===== config.mk =====
export PLATFORM = sky130hd
export DESIGN_NAME = rf_save_restore_ctrl
export DESIGN_NICKNAME = d
export VERILOG_FILES = /design/src/rtl/rv_regfile_pkg.sv /design/src/rtl/rf_slot_map.sv /design/src/rtl/rf_save_restore_ctrl.sv
export SDC_FILE = /design/constraint.sdc
export NUM_CORES = 1
export LEC_CHECK = 0
export BUFFER_PORTS_ARGS = -buffer_cell sky130_fd_sc_hd__buf_2
export CORE_MARGIN = 2
export CORE_UTILIZATION = 23
export CTS_CLUSTER_DIAMETER = 200
export DETAILED_ROUTE_END_ITERATION = 6
export GPL_ROUTABILITY_DRIVEN = 0
export HOLD_SLACK_MARGIN = 0.05
export PLACE_DENSITY_LB_ADDON = 0.2
export SYNTH_ARGS = -nofsm -noshare
export SYNTH_HDL_FRONTEND = slang
export SYNTH_SLANG_ARGS = --single-unit

===== constraint.sdc =====
create_clock -name i_clk -period 7.2 [get_ports i_clk]
set_input_delay 1.44 -clock i_clk [delete_from_list [all_inputs] [get_ports i_clk]]
set_output_delay 1.44 -clock i_clk [all_outputs]
set_load 0.01 [all_outputs]

===== src/rtl/rv_regfile_pkg.sv =====
// Shared definitions for the callee-saved register save/restore sequencer:
// slot table, slot stride, FSM encoding and the next-enabled-slot search.
package rv_regfile_pkg;

  localparam int NSLOTS      = 11;
  localparam int SLOT_SHIFT  = 2;
  localparam int SLOT_STRIDE = 1 << SLOT_SHIFT;

  localparam logic [NSLOTS-1:0] ALL_SLOTS = '1;

  // Slot 0 sits in the low 5 bits: slot 0 -> x9, slots 1..10 -> x18..x27.
  localparam logic [NSLOTS*5-1:0] SLOT_REG_TABLE = {
    5'd27, 5'd26, 5'd25, 5'd24, 5'd23,
    5'd22, 5'd21, 5'd20, 5'd19, 5'd18,
    5'd9
  };

  typedef enum logic [2:0] {
    ST_IDLE   = 3'd0,
    ST_S_RD   = 3'd1,
    ST_S_WR   = 3'd2,
    ST_R_REQ  = 3'd3,
    ST_R_WAIT = 3'd4,
    ST_R_WB   = 3'd5,
    ST_DONE   = 3'd6
  } state_t;

  typedef struct packed {
    logic       found;
    logic [3:0] idx;
  } slot_search_t;

  // Lowest enabled slot at or above 'from'; found = 0 when none remain.
  function automatic slot_search_t find_slot(input logic [NSLOTS-1:0] mask,
                                             input logic [3:0]        from);
    slot_search_t res;
    res = '0;
    for (int i = NSLOTS - 1; i >= 0; i--) begin
      if ((i >= int'(from)) && mask[i]) begin
        res.found = 1'b1;
        res.idx   = 4'(i);
      end
    end
    return res;
  endfunction

endpackage


===== src/rtl/rf_slot_map.sv =====
// Combinational slot number to register index lookup; unused slot codes map to x0.
module rf_slot_map
  import rv_regfile_pkg::*;
(
  input  logic [3:0] i_slot,
  output logic [4:0] o_reg
);

  always_comb begin
    o_reg = 5'd0;
    if (i_slot < 4'(NSLOTS)) begin
      o_reg = SLOT_REG_TABLE[int'(i_slot)*5 +: 5];
    end
  end

endmodule


===== src/rtl/rf_save_restore_ctrl.sv =====
// Save/restore sequencer for the callee-saved set {x9, x18..x27}.
// Define RF_SLOT_MASK_EN to add the i_slot_mask port for per-slot enables.
module rf_save_restore_ctrl
  import rv_regfile_pkg::*;
#(
  parameter int AW     = 32,
  parameter int DW     = 32,
  parameter int NSLOTS = 11
) (
  input  logic              i_clk,
  input  logic              i_rst,
  input  logic              i_start,
  input  logic              i_mode,
  input  logic [AW-1:0]     i_base_addr,
`ifdef RF_SLOT_MASK_EN
  input  logic [NSLOTS-1:0] i_slot_mask,
`endif
  output logic              o_busy,
  output logic              o_done,
  output logic [4:0]        o_readreg,
  input  logic [DW-1:0]     i_readout,
  output logic              o_rf_we,
  output logic [4:0]        o_rf_waddr,
  output logic [DW-1:0]     o_rf_wdata,
  output logic              o_mem_req,
  output logic              o_mem_we,
  output logic [AW-1:0]     o_mem_addr,
  output logic [DW-1:0]     o_mem_wdata,
  input  logic              i_mem_ready,
  input  logic              i_mem_rvalid,
  input  logic [DW-1:0]     i_mem_rdata
);

  state_t            r_state, w_stateNext;
  logic [3:0]        r_slot, w_slotNext;
  logic [AW-1:2]     r_baseHi, w_baseHi;
  logic [4:0]        r_readreg, w_slotReg;
  logic [AW-1:0]     r_memAddr, w_addrNext;
  logic [DW-1:0]     r_memWdata, r_rdata;
  logic [NSLOTS-1:0] w_mask, w_maskStart;
  logic              w_capture, w_loadAddr;
  slot_search_t      w_first, w_next;
  logic              w_unused;

`ifdef RF_SLOT_MASK_EN
  logic [NSLOTS-1:0] r_mask;
  assign w_maskStart = i_slot_mask;
  assign w_mask      = r_mask;
`else
  assign w_maskStart = ALL_SLOTS;
  assign w_mask      = ALL_SLOTS;
`endif

  // Slot addresses are word aligned, so the two low base bits never matter.
  assign w_unused   = ^i_base_addr[1:0];
  assign w_first    = find_slot(w_maskStart, 4'd0);
  assign w_next     = find_slot(w_mask, r_slot + 4'd1);
  assign w_baseHi   = (r_state == ST_IDLE) ? i_base_addr[AW-1:2] : r_baseHi;
  assign w_addrNext = {w_baseHi, 2'b00} + AW'(w_slotNext) * AW'(SLOT_STRIDE);

  rf_slot_map u_slotMap (
    .i_slot (r_slot),
    .o_reg  (w_slotReg)
  );

  always_comb begin
    w_stateNext = r_state;
    w_slotNext  = r_slot;
    w_capture   = 1'b0;
    case (r_state)
      ST_IDLE: begin
        if (i_start) begin
          if (!w_first.found) begin
            w_stateNext = ST_DONE;
          end else begin
            w_slotNext  = w_first.idx;
            w_stateNext = i_mode ? ST_R_REQ : ST_S_RD;
          end
        end
      end
      ST_S_RD: w_stateNext = ST_S_WR;
      ST_S_WR: begin
        if (i_mem_ready) begin
          if (w_next.found) begin
            w_slotNext  = w_next.idx;
            w_stateNext = ST_S_RD;
          end else begin
            w_stateNext = ST_DONE;
          end
        end
      end
      ST_R_REQ: begin
        if (i_mem_ready) begin
          w_capture   = i_mem_rvalid;
          w_stateNext = i_mem_rvalid ? ST_R_WB : ST_R_WAIT;
        end
      end
      ST_R_WAIT: begin
        if (i_mem_rvalid) begin
          w_capture   = 1'b1;
          w_stateNext = ST_R_WB;
        end
      end
      ST_R_WB: begin
        if (w_next.found) begin
          w_slotNext  = w_next.idx;
          w_stateNext = ST_R_REQ;
        end else begin
          w_stateNext = ST_DONE;
        end
      end
      ST_DONE: begin
        w_slotNext  = 4'd0;
        w_stateNext = ST_IDLE;
      end
      default: begin
        w_slotNext  = 4'd0;
        w_stateNext = ST_IDLE;
      end
    endcase
  end

  // Address is loaded once per slot on entry to the issuing state and held while waiting.
  assign w_loadAddr = ((w_stateNext == ST_S_RD) || (w_stateNext == ST_R_REQ)) &&
                      (w_stateNext != r_state);

  // Requests and write-backs are suppressed during the reset cycle itself.
  always_comb begin
    o_busy      = (r_state != ST_IDLE);
    o_done      = (r_state == ST_DONE);
    o_mem_req   = ((r_state == ST_S_WR) || (r_state == ST_R_REQ)) && !i_rst;
    o_mem_we    = (r_state == ST_S_WR);
    o_rf_we     = (r_state == ST_R_WB) && !i_rst;
    o_rf_waddr  = 5'd0;
    if (o_rf_we) begin
      o_rf_waddr = w_slotReg;
    end
    o_rf_wdata  = r_rdata;
    o_readreg   = (r_state == ST_S_RD) ? w_slotReg : r_readreg;
    o_mem_addr  = r_memAddr;
    o_mem_wdata = r_memWdata;
  end

  always_ff @(posedge i_clk) begin
    if (i_rst) begin
      r_state    <= ST_IDLE;
      r_slot     <= 4'd0;
      r_baseHi   <= '0;
      r_readreg  <= 5'd0;
      r_memAddr  <= '0;
      r_memWdata <= '0;
      r_rdata    <= '0;
`ifdef RF_SLOT_MASK_EN
      r_mask     <= '0;
`endif
    end else begin
      r_state <= w_stateNext;
      r_slot  <= w_slotNext;
      if ((r_state == ST_IDLE) && i_start) begin
        r_baseHi <= i_base_addr[AW-1:2];
`ifdef RF_SLOT_MASK_EN
        r_mask   <= i_slot_mask;
`endif
      end
      if (w_loadAddr) begin
        r_memAddr <= w_addrNext;
      end
      if (r_state == ST_S_RD) begin
        r_memWdata <= i_readout;
        r_readreg  <= w_slotReg;
      end
      if (w_capture) begin
        r_rdata <= i_mem_rdata;
      end
    end
  end

endmodule

# --- Word-level counts from Yosys, hierarchy flattened ---
# Index checks and enable logic that the tools add are counted.
op_classes:
  n_shift: 1
  n_lt_le_gt_ge: 12
  reduce_logical: 10
  n_bitwise: 0
  mul: 1
  n_addsub: 2
  n_div: 0
  n_eq_ne: 9
  mux: 31
ops:
  columns: ["operator", "n"]
  rows:
  - ["$mux W5", 14]
  - ["$shiftx A55 B32 Y5 const A", 1]
  - ["$add A32 B6 Y32", 1]
  - ["$mux W30", 1]
  - ["$mux W3", 6]
  - ["$pmux W3 S6", 1]
  - ["$ge A3 B4 Y1 const A", 4]
  - ["$pmux W4 S4", 1]
  - ["$ge A4 B4 Y1 const A", 3]
  - ["$mux W4", 3]
  - ["$eq A3 B2 Y1 const B", 3]
  - ["$eq A3 B3 Y1 const B", 3]
  - ["$ge A1 B4 Y1 const A", 2]
  - ["$ge A2 B4 Y1 const A", 2]
  - ["$mul A4 B3 Y7 const B", 1]
  - ["$eq A3 B1 Y1 const B", 2]
  - ["$add A4 B1 Y4 const B", 1]
  - ["$logic_and A1 B1 Y1", 4]
  - ["$lt A4 B4 Y1 const B", 1]
  - ["$logic_not A3 Y1", 1]
  - ["$mux W1", 3]
  - ["$ne A3 B3 Y1", 1]
  - ["$reduce_bool A3 Y1", 1]
  - ["$reduce_or A3 Y1", 1]
  - ["other kinds (4)", 5]
word_totals:
  latchBits: 0
  ramBits: 0
  mem_bits_ro: 0
  reg_bits: 138
  word_cells: 73
  out_inout_bits: 111
  inputBits: 102
  mem_count: 0

# --- Depth between registers and ports, before layout ---
logic_depth:
  ltp_word: 19
  depth_mapped: 17
  depth_no_buf: 15

# --- By module ---
# From an unflattened synthesis, not the netlist that was laid out.
hier_totals:
  hier_cells: 827
  hier_area_um2: 6715.2
by_module_without_submodules:
  columns: ["mod", "area_per_inst_um2", "seq_area_each_um2", "instances", "cells_per_inst"]
  rows:
  - ["rf_save_restore_ctrl", 6603.8, 2722.6, 1, 813]
  - ["rf_slot_map", 111.4, 0.0, 1, 14]

# --- Worst setup path before layout ---
# No wires, ideal clock.
synth_path:
  path_type: "input to register"
  start: "input i_mem_ready"
  end: "register r_memAddr[30], in the netlist o_mem_addr[30]"
  arrival_ns: 3.905
  setup_ns: 0.132
  setup_slack_ns: 3.163
  cell_stages: 12
  n_path_buf: 0
  required_ns: 7.068
  cell_sequence: "a22oi_1 > o31ai_1 > a32o_1 > ha_1 > inv_1 > fa_1 > nor2b_1 > o21ai_1 > a2bb2o_4 > or4_1 > nand3_1 > a21oi_1"
synth_via:
  elab_cells_between_ends: 11
  cone_classes: "add/sub: 1; eq/ne: 3; mux: 5; reduce/logical: 2"
synth_rtl:
  columns: ["element", "line", "source"]
  rows:
  - ["from (decl)", "rf_save_restore_ctrl.sv:29", "input logic i_mem_ready,"]
  - ["$mux W4", "rf_save_restore_ctrl.sv:83", "if (i_mem_ready) begin"]
  - ["$pmux W4 S4", "rf_save_restore_ctrl.sv:70", "case (r_state)"]
  - ["named net w_slotNext[0]", "rf_save_restore_ctrl.sv:35", "logic [3:0] r_slot, w_slotNext;"]
  - ["$add A32 B6 Y32", "rf_save_restore_ctrl.sv:59", "assign w_addrNext = {w_baseHi, 2'b00} + AW'(w_slotNext) * AW'(SLOT_STRIDE);"]
  - ["to (signal assigned)", "rf_save_restore_ctrl.sv:166", "r_memAddr <= w_addrNext;"]
  - ["to (decl)", "rf_save_restore_ctrl.sv:38", "logic [AW-1:0] r_memAddr, w_addrNext;"]
# The timed path passes the listed nets, and every way through them passes these cells.
# A chain may end at the register's enable or synchronous reset.

# --- Worst setup path in the final report ---
# Same ends and word-level chain as after synthesis.

==> results.ini <==
[cells_and_area]
final-seq-area_um2=2720
areaGrowthSynthToFinish_pct=30.5
drive_above_1_share_pct=26.6
layoutNonFillerInstCount=1375
design_area_um2=8400
finish.utilization_pct=30.3
diodes=0
multiInputGateArea_um2=3440
fillers=3020
nets=1097

[yosys]
synth.most_common_cell=nand2_1
avg_cell_area_syn_um2=8.04
yosys_register_bits=136
count_of_flip_flops_with_a_built_in_enable_after_synthesis=0
synth_cell_types=57
synth-main-ff-cell=dfxtp_1
synth_common_cells=186 x nand2_1, 136 x dfxtp_1, 83 x a21oi_1
synth_sequential_area_ratio_pct=42.3
synth.cell_area_um2=6440
yosys.area.top_type=dfxtp_1
synth_top_area_share_pct=42.3
synth_cells=801
postSynth.asyncResetShare_pct=0
synth-warning-count=0
post_synth_main_area_contributors=dfxtp_1 42%, nand2_1 11%, mux2i_1 8.4%

[clocking]
clock_path_buffers=2
worst_setup_hold_path_clk_slew_ns=0.06
clkLatencyLatePin_ns=0.41
tritoncts=built
number_of_setup_buffers_added_after_cts=0
postCtsHoldBufs=0
cts.repair.resized=0
cts.sinks=136
h_tree_depth=4
cts-buffers-inserted=17
cts_root_buffer=clkbuf_16

[worst_setup_path]
worstReg2RegEnd=o_mem_addr[30]$_SDFFE_PP0P_
critical_path_required_ns=7.45
ff2ff_path_depth=13
critical_path_peak_fanout=11
setup.worst_path.start_class=input port
crit_path_end_kind=flip-flop
crit-reg2reg-launch=r_state[1]$_SDFF_PP0_
r2r_setup_slack_ns=2.99
crit_arrival_ns=4.55
path_class=input port to flip-flop

[timing]
period_utilization_pct=59.7
report.final.setup_viol=0
rsz0062_at_grt=false
timing.final.hold_violations=0
final_period_minus_worst_setup_slack_ns=4.30
finalClockSkew_ns=0.00842
worst_slew_margin_rel_pct=34.3
max_slew.worst_pin.slew_ns=0.982
number_of_max_slew_violations_in_the_final_report=0
max_freq_ghz=0.233
fin_tns_setup_ns=0

[placement]
hpwl_um=13800
postPlaceCellArea_um2=7800
dp_cells=1343
buffer_ports.inserted=208

[global_route]
grt_pass1_wl_um=31500
maximum_number_of_pins_on_one_net_before_global_route_repair=87
grtUsageTotal_pct=13.6
antenna_found_initial=0
grt.overflow.total=0
vias_in_the_first_global_route=5925

[drt]
routedWlPerCell_um=14.4
post_drt_via_cell_ratio=4.42
detail_route.wirelength_um=19700
first_pass_iteration_count_of_the_detailed_router=5
drc_viols=0
antenna_left=0
first_iter_violations=364
num_vias=6077

[die]
dieArea_um2=29300
core_area_um2=27700
placementRows=61
initial_utilization_pct=23.2
die_height_um=171
die_wd_um=171
num_io_pins=213

[worst_hold_path]
hold_crit_start=o_mem_addr[7]$_SDFFE_PP0P_
holdPathEnd=o_mem_addr[7]$_SDFFE_PP0P_
worst_hold_path.num_cells=2
hold_path.class=flip-flop to flip-flop

[power_and_ir_drop]
irDropWorstVdd_v=0.000124
static-leakage-power_nw=3.84
pwr_density_cell_nw_per_um2=256
power_w=0.00215

[status]
outcome=finished, final reports clean

[run]
number_of_max_cap_violations=0

kinds of logic after synthesis:
| family | count (synthesis) | synth area share, % |
|---|---|---|
| compound gates | 150 | 13.6 |
| mux | 59 | 9.27 |
| buf+inv | 68 | 4.49 |
| other cells | 1 | 0.0583 |
| fa+ha+maj | 11 | 2.25 |
| xor+xnor | 18 | 2.45 |
| simple gates | 358 | 25.6 |
| flops | 136 | 42.3 |
worst max-delay path by stage:
stage	start	to
detailed placement	i_mem_ready	o_mem_addr[30]$_SDFFE_PP0P_
finish	i_mem_ready	o_mem_addr[30]$_SDFFE_PP0P_
global placement	i_mem_ready	o_mem_addr[30]$_SDFFE_PP0P_
global route	i_mem_ready	o_mem_addr[27]$_SDFFE_PP0P_
floorplan	i_mem_ready	o_mem_addr[30]$_SDFFE_PP0P_
CTS	i_mem_ready	o_mem_addr[30]$_SDFFE_PP0P_
metrics by stage:
step / setup slack [ns] / hold WS (ns)
floorplan: 3.16 / 0.434
global placement: 2.44 / 0.436
detailed placement: 2.48 / 0.441
CTS: 2.91 / 0.450
global route: 2.55 / 0.468
finish: 2.90 / 0.446
sequential cells by signal (all words and copies together), names as in the netlist:
signal	flops
r_state	3
r_readreg	5
o_mem_addr	30
r_slot	4
r_baseHi	30
o_mem_wdata	32
o_rf_wdata	32
power by group:
group / switching [W] / total, W / leakage, nW / internal, W
clock network: 0.000367 / 0.000917 / 0.285 / 0.000550
logic: 0.000241 / 0.000391 / 2.45 / 0.000150
registers: 0.0000376 / 0.000845 / 1.11 / 0.000807
placed cells by master, fill, tap and decap left out, types with 6 or more instances in the layout:
master     instances
nand3b_1          13
ha_1              10
nand4b_1           6
nor2b_1           12
buf_2            207
buf_4             10
nand2b_1           6
and3_1             8
inv_1             12
a31oi_1            6
nand2_1          185
a21oi_1           83
or4_1              7
nor2_1            67
clkbuf_16         17
mux2i_1           54
xor2_1            13
nor3_1            11
o21ai_0           28
nand3_1           20
dfxtp_1          136
final cells by class:
class	count	share of cell area [%]
repair buffers	217	13.2
clock buffers	19	5.15
well taps	378	5.63
multi-input cells	598	40.9
inverters	14	0.625
flip-flops and latches	136	32.4
clock inverters	13	2.03
critical path: stages:
cell,delay [ns]
buf_2,0.14
a22oi_1,0.16
o31ai_1,0.47
a32o_1,0.22
ha_1,0.20
inv_1,0.06
fa_1,0.41
nor2b_1,0.13
o21ai_1,0.24
a2bb2o_4,0.38
or4_1,0.53
nand3_1,0.09
a21oi_1,0.07
metal layers:
metal / part of all wire, % / global-route usage (%) / up-vias / routed length (um)
met1: 46 / 17.2 / 2790 / 9050
met4: 0.86 / 3.17 / 0 / 170
met5: 0 / 0 / - / 0
met3: 7.8 / 5.18 / 10 / 1540
li1: - / - / 3104 / -
met2: 45 / 22.0 / 173 / 8980
Power figures use the tool's default switching activity.
